==> config.mk <==
export PLATFORM = sky130hd
export DESIGN_NAME = critical_error_collector_flat
export DESIGN_NICKNAME = d
export VERILOG_FILES = /design/src/rtl/critical_error_collector_if.sv /design/src/rtl/critical_error_collector.sv /design/src/flat_wrapper.sv
export SDC_FILE = /design/constraint.sdc
export NUM_CORES = 1
export LEC_CHECK = 0
export CAP_MARGIN = 20
export CELL_PAD_IN_SITES_DETAIL_PLACEMENT = 0
export CELL_PAD_IN_SITES_GLOBAL_PLACEMENT = 1
export CORE_UTILIZATION = 36
export DETAILED_ROUTE_END_ITERATION = 8
export PLACE_DENSITY = 0.81
export SLEW_MARGIN = 15
export SYNTH_ARGS = -nofsm -noshare
export SYNTH_HDL_FRONTEND = slang
export SYNTH_SLANG_ARGS = --single-unit
==> constraint.sdc <==
create_clock -name clock -period 2.85 [get_ports clock]
set_input_delay 0.57 -clock clock [delete_from_list [all_inputs] [get_ports clock]]
set_output_delay 0.57 -clock clock [all_outputs]
set_load 0.02 [all_outputs]
==> src/rtl/critical_error_collector_if.sv <==
// critical_error_collector_if: error-source inputs and difftest/halt outputs of the collector.
interface critical_error_collector_if #(parameter int NUM_SRC = 8, parameter int TS_WIDTH = 32);
   localparam int SRC_W = $clog2(NUM_SRC + 1);
   logic [7:0]          io_hartId;
   logic [NUM_SRC-1:0]  io_err_vld;
   logic [NUM_SRC-1:0]  io_err_mask;
   logic                io_commit;
   logic                io_diff_enable;
   logic                io_diff_valid;
   logic                io_diff_criticalError;
   logic [7:0]          io_diff_coreid;
   logic                io_halt_req;
   logic [SRC_W-1:0]    io_first_src;
   logic [NUM_SRC-1:0]  io_cause;
   logic [TS_WIDTH-1:0] io_timestamp;
   modport master (
      output io_hartId, io_err_vld, io_err_mask, io_commit,
      input  io_diff_enable, io_diff_valid, io_diff_criticalError, io_diff_coreid,
             io_halt_req, io_first_src, io_cause, io_timestamp
   );
   modport slave (
      input  io_hartId, io_err_vld, io_err_mask, io_commit,
      output io_diff_enable, io_diff_valid, io_diff_criticalError, io_diff_coreid,
             io_halt_req, io_first_src, io_cause, io_timestamp
   );
endinterface

==> src/rtl/critical_error_collector.sv <==
// critical_error_collector: confirms masked error sources, emits one difftest report per reset, sticky halt.
// Optional commit watchdog enabled by defining CRITICAL_ERROR_WATCHDOG_EN.
module critical_error_collector #(
   parameter int NUM_SRC        = 8,
   parameter int CONFIRM_CYCLES = 2,
   parameter int TS_WIDTH       = 32,
   parameter int TIMEOUT_CYCLES = 4096
) (
   input logic clock,
   input logic reset,
   critical_error_collector_if.slave io
);
   localparam int SRC_W = $clog2(NUM_SRC + 1);
   localparam int CW    = $clog2(CONFIRM_CYCLES + 1);
   localparam logic [1:0] IDLE   = 2'd0;
   localparam logic [1:0] PEND   = 2'd1;
   localparam logic [1:0] REPORT = 2'd2;
   localparam logic [1:0] HALT   = 2'd3;

   logic [1:0]          state_q, state_d;
   logic [CW-1:0]       conf_q, conf_d;
   logic [TS_WIDTH-1:0] cyc_q, cyc_d, ts_q, ts_d;
   logic [NUM_SRC-1:0]  cause_q, cause_d, masked;
   logic [SRC_W-1:0]    src_q, src_d, first;
   logic [7:0]          id_q, id_d;
   logic                err_any, cap, wd_hit;

   assign masked  = io.io_err_vld & io.io_err_mask;
   assign err_any = |masked;

   always_comb begin
      first = '0;
      for (int i = NUM_SRC - 1; i >= 0; i--)
         if (masked[i]) first = SRC_W'(i);
   end

`ifdef CRITICAL_ERROR_WATCHDOG_EN
   localparam int WW = $clog2(TIMEOUT_CYCLES + 1);
   logic [WW-1:0] wd_q, wd_d;
   logic          wd_active;
   assign wd_active = (state_q == IDLE) || (state_q == PEND);
   always_comb begin
      wd_d   = wd_active ? (io.io_commit ? '0 : wd_q + WW'(1)) : wd_q;
      wd_hit = wd_active && !io.io_commit && (wd_d == WW'(TIMEOUT_CYCLES));
   end
   always_ff @(posedge clock or posedge reset)
      if (reset) wd_q <= '0;
      else       wd_q <= wd_d;
`else
   logic unused_commit;
   assign unused_commit = io.io_commit;
   assign wd_hit = 1'b0;
`endif

   always_comb begin
      state_d = state_q;
      conf_d  = conf_q;
      cap     = 1'b0;
      cyc_d   = &cyc_q ? cyc_q : cyc_q + TS_WIDTH'(1);
      case (state_q)
         IDLE: if (err_any) begin
            conf_d  = CW'(1);
            cap     = (CONFIRM_CYCLES == 1);
            state_d = cap ? REPORT : PEND;
         end
         PEND: if (!err_any) begin
            conf_d  = '0;
            state_d = IDLE;
         end else begin
            conf_d  = conf_q + CW'(1);
            cap     = (conf_d == CW'(CONFIRM_CYCLES));
            state_d = cap ? REPORT : PEND;
         end
         REPORT: state_d = HALT;
         default: ;
      endcase
      // A real confirmation in the same cycle outranks the watchdog capture.
      if (wd_hit && !cap) state_d = REPORT;
      cause_d = cap ? masked : wd_hit ? '0 : cause_q;
      src_d   = cap ? first : wd_hit ? SRC_W'(NUM_SRC) : src_q;
      ts_d    = (cap || wd_hit) ? cyc_q : ts_q;
      id_d    = (cap || wd_hit) ? io.io_hartId : id_q;
   end

   always_ff @(posedge clock or posedge reset)
      if (reset) begin
         state_q <= IDLE;
         conf_q  <= '0;
         cyc_q   <= '0;
         ts_q    <= '0;
         cause_q <= '0;
         src_q   <= '0;
         id_q    <= '0;
      end else begin
         state_q <= state_d;
         conf_q  <= conf_d;
         cyc_q   <= cyc_d;
         ts_q    <= ts_d;
         cause_q <= cause_d;
         src_q   <= src_d;
         id_q    <= id_d;
      end

   assign io.io_diff_enable        = (state_q == REPORT);
   assign io.io_diff_valid         = (state_q == REPORT);
   assign io.io_diff_criticalError = (state_q == REPORT);
   assign io.io_halt_req           = (state_q == REPORT) || (state_q == HALT);
   assign io.io_diff_coreid        = id_q;
   assign io.io_first_src          = src_q;
   assign io.io_cause              = cause_q;
   assign io.io_timestamp          = ts_q;
endmodule

==> src/flat_wrapper.sv <==
// flat-port wrapper written by rule: the top's interface ports become plain ports
module critical_error_collector_flat 
#(
   parameter int NUM_SRC        = 8,
   parameter int CONFIRM_CYCLES = 2,
   parameter int TS_WIDTH       = 32,
   parameter int TIMEOUT_CYCLES = 4096
)
  (clock, reset, io_io_hartId, io_io_err_vld, io_io_err_mask, io_io_commit, io_io_diff_enable, io_io_diff_valid, io_io_diff_criticalError, io_io_diff_coreid, io_io_halt_req, io_io_first_src, io_io_cause, io_io_timestamp);
  critical_error_collector_if #(.NUM_SRC(NUM_SRC), .TS_WIDTH(TS_WIDTH)) io_i ();
  input logic clock;
  input logic reset;
  input wire logic [$bits(io_i.io_hartId)-1:0] io_io_hartId;
  input wire logic [$bits(io_i.io_err_vld)-1:0] io_io_err_vld;
  input wire logic [$bits(io_i.io_err_mask)-1:0] io_io_err_mask;
  input wire logic [$bits(io_i.io_commit)-1:0] io_io_commit;
  output wire logic [$bits(io_i.io_diff_enable)-1:0] io_io_diff_enable;
  output wire logic [$bits(io_i.io_diff_valid)-1:0] io_io_diff_valid;
  output wire logic [$bits(io_i.io_diff_criticalError)-1:0] io_io_diff_criticalError;
  output wire logic [$bits(io_i.io_diff_coreid)-1:0] io_io_diff_coreid;
  output wire logic [$bits(io_i.io_halt_req)-1:0] io_io_halt_req;
  output wire logic [$bits(io_i.io_first_src)-1:0] io_io_first_src;
  output wire logic [$bits(io_i.io_cause)-1:0] io_io_cause;
  output wire logic [$bits(io_i.io_timestamp)-1:0] io_io_timestamp;
  assign io_i.io_hartId = io_io_hartId;
  assign io_i.io_err_vld = io_io_err_vld;
  assign io_i.io_err_mask = io_io_err_mask;
  assign io_i.io_commit = io_io_commit;
  assign io_io_diff_enable = io_i.io_diff_enable;
  assign io_io_diff_valid = io_i.io_diff_valid;
  assign io_io_diff_criticalError = io_i.io_diff_criticalError;
  assign io_io_diff_coreid = io_i.io_diff_coreid;
  assign io_io_halt_req = io_i.io_halt_req;
  assign io_io_first_src = io_i.io_first_src;
  assign io_io_cause = io_i.io_cause;
  assign io_io_timestamp = io_i.io_timestamp;
  critical_error_collector #(.NUM_SRC(NUM_SRC), .CONFIRM_CYCLES(CONFIRM_CYCLES), .TS_WIDTH(TS_WIDTH), .TIMEOUT_CYCLES(TIMEOUT_CYCLES)) u_core (.clock(clock), .reset(reset), .io(io_i));
endmodule
==> run summary <==
outcome = finished clean
Fin. Hold Viols = 0
DIE AREA = 0.0110 mm^2
Slew @ Worst Pin = 0.566 ns
CTS tree = built
number of global-route vias before repair = 2821
first drt pass iteration count = 4
final setup TNS = 0 ns
die width = 105 um
Hold Crit Class = flop to flop
initial antenna violation count = 0
clk buf depth = 2
slew margin rel. = 62.2%
Total GRT Usage = 14.8%
Cells after Synth = 318
most frequent cells in the layout = dfrtp_1 (87), clkdlybuf4s50_1 (80), mux2_2 (40)
Core Box Area = 0.0103 mm^2
Max VDD drop = 0.406 mV
critical path class = flop to primary output
max_cap viols = 0
Final period util = 87.6%
Avg WL per Cell = 13.8 um
Routed Antenna Nets = 0
Final setup viols = 0
initial cell density of the core = 37.1%
Slew Limit Fails = 0
DRT iter0 DRCs = 79
Layout Cells excl Fill = 545
Top-Level Pins = 83
fin crit period = 2.50 ns
Max stage delay on crit path = 0.54 ns
post-CTS setup buffer count = 0
Worst EP required = 2.28 ns
Pleak = 2.24 nW
commonest non-fill, non-tap cell in the layout = dfrtp_1
Worst setup EP type = primary output
Cell variety after synth = 36
hold_ws = 0.487 ns
PostCTS Resize Cnt = 0
Routed WL = 7510 um
Ant. Diodes = 0
synthesized area per cell = 12.0 um^2
DR vias/cell = 4.84
global-route wire length before repair = 13100 um
placed insts = 529
total grt overflow = 0
Startpoint Class = flop
Synth Register Bits = 87
Worst-Skew Late Latency = 0.35 ns
Clock Sinks = 87
syn nets = 351
crit-path max FO = 5
Max Clk Rate = 400 MHz
P&R area growth vs syn = 32.1%
share of cells above drive strength 1 = 17.6%
pre-CTS setup slack = 0.245 ns
sequential share of the synthesized area = 57.1%
largest net degree at the start of global routing = 41
vias post-DR = 2636
Die Y = 105 um
Clock Skew = 0.0119 ns
Yosys Warn Count = 0
Largest delay share family, worst path = buffers and inverters
CTS Root Cell = clkbuf_8
input/output buffers = 80
PD cells = 758 mW/mm^2
critical path buffer and inverter count = 2
Worst-path clk slew = 0.09 ns
Post-DP Area = 0.00480 mm^2
gpl congestion = 0.784
number of CTS-inserted buffers = 9
Final HPWL DP = 5340 um
Finished Cell Area = 0.00504 mm^2
row cnt = 37
CP max stage cell = clkdlybuf4s50_1
Mapped Area = 0.00381 mm^2
Setup WS post-layout = 0.352 ns
RSZ-0062 raised after global routing = false
H-tree levels = 3
critical-path cell list = inv_1, ha_1, or2_2, clkdlybuf4s50_1
nets = 437
Data arrival, critical path = 1.93 ns
Fill cells = 941
hold-fix buffers at CTS = 0
residual DRC count = 0
Yosys cell counts, drive strengths merged:
cell type	count	area [um^2]
nor4	2	12.5
o41ai	2	36.3
conb	1	3.75
xnor2	16	140
o211ai	1	7.51
mux2	40	450
buf	10	57.6
or3	1	11.3
and2	3	18.8
a21boi	2	15.0
nor2	13	48.8
o31ai	1	21.3
inv	12	45.0
ha	6	75.1
and4	5	43.8
nand4bb	1	11.3
o21a	1	7.51
and3	7	45.1
nand2	30	113
nand2b	1	6.26
nand3	19	95.1
clkbuf	3	11.3
a22o	2	17.5
o21ai	20	100
or2	1	6.26
dfrtp	87	2180
nor3	4	20.0
xor2	12	105
nand4	8	56.3
a21oi	1	5.00
a32oi	2	17.5
a22oi	4	30.0
state kept, by name, summed over array words and instances, names as in the netlist:
name and flops:
u_core.io.io_cause 8, u_core.cyc_q 32, u_core.state_q 2, u_core.io.io_timestamp 32
u_core.io.io_first_src 3, u_core.io.io_diff_coreid 8, u_core.conf_q 2
logic make-up after synthesis:
kind of cell               after synthesis  share of synthesized area, %
and+or+nand+nor                         95                          12.8
DFF                                     87                          57.1
muxes                                   40                          11.8
AOI/OAI and AO/OA                       36                          6.76
xor gates and xnor gates                28                          6.43
buffers and inverters                   25                          2.99
adders and majority gates                6                          1.97
other                                    1                        0.0984
worst min-delay path: stages (launching register included):
cell	delay, ns
dfrtp_1	0.35
nand2_1	0.04
o21ai_0	0.06
metrics by stage:
| stage | util, % | total power, mW |
|---|---|---|
| global placement | 46.7 | 2.85 |
| finish | 49.0 | 3.82 |
| global route | 49.0 | 4.04 |
| detailed placement | 46.7 | 2.90 |
| CTS | 49.0 | 3.88 |
| floorplan | - | 2.33 |
per-layer routing:
| layer | vias to the layer above | wire length (um) | track usage, % |
|---|---|---|---|
| li1 | 1279 | - | - |
| met1 | 1285 | 3490 | 18.9 |
| met3 | 11 | 318 | 2.87 |
| met4 | 0 | 160 | 6.74 |
| met2 | 61 | 3540 | 24.4 |
| met5 | - | 0 | 0 |
worst paths after layout:
kind | start | end | slack, ns | cells after the start
hold / removal | u_core.io.io_cause[6]$_DFFE_PP0P_ | u_core.io.io_cause[6]$_DFFE_PP0P_ | 0.49 | 2
setup / recovery | u_core.state_q[0]$_DFFE_PP0P_ | io_io_halt_req | 0.35 | 4
min in group asynchronous | reset | u_core.io.io_diff_coreid[1]$_DFFE_PP0P_ | 0.58 | 2
max in group asynchronous | reset | u_core.cyc_q[9]$_DFFE_PP0N_ | 1.68 | 3
hold reg to reg | u_core.io.io_cause[6]$_DFFE_PP0P_ | u_core.io.io_cause[6]$_DFFE_PP0P_ | 0.49 | 2
setup reg to reg | u_core.cyc_q[0]$_DFFE_PP0N_ | u_core.cyc_q[1]$_DFFE_PP0N_ | 0.59 | 6
cell type report:
type,instances,area [um^2],area share (%)
multi-input combinational,206,1530,30.3
timing repair buffer,88,886,17.6
sequential,87,2180,43.2
inverter,12,46.3,0.919
tap,136,170,3.38
clock inverter,5,80.1,1.59
clock buffer,11,151,3.01
where the power goes:
part	internal (mW)	switching, mW	total [mW]
clock network	0.540	0.427	0.967
logic	0.673	0.654	1.33
registers	1.42	0.0985	1.52
Note: power is estimated with default switching activity, not from simulation.
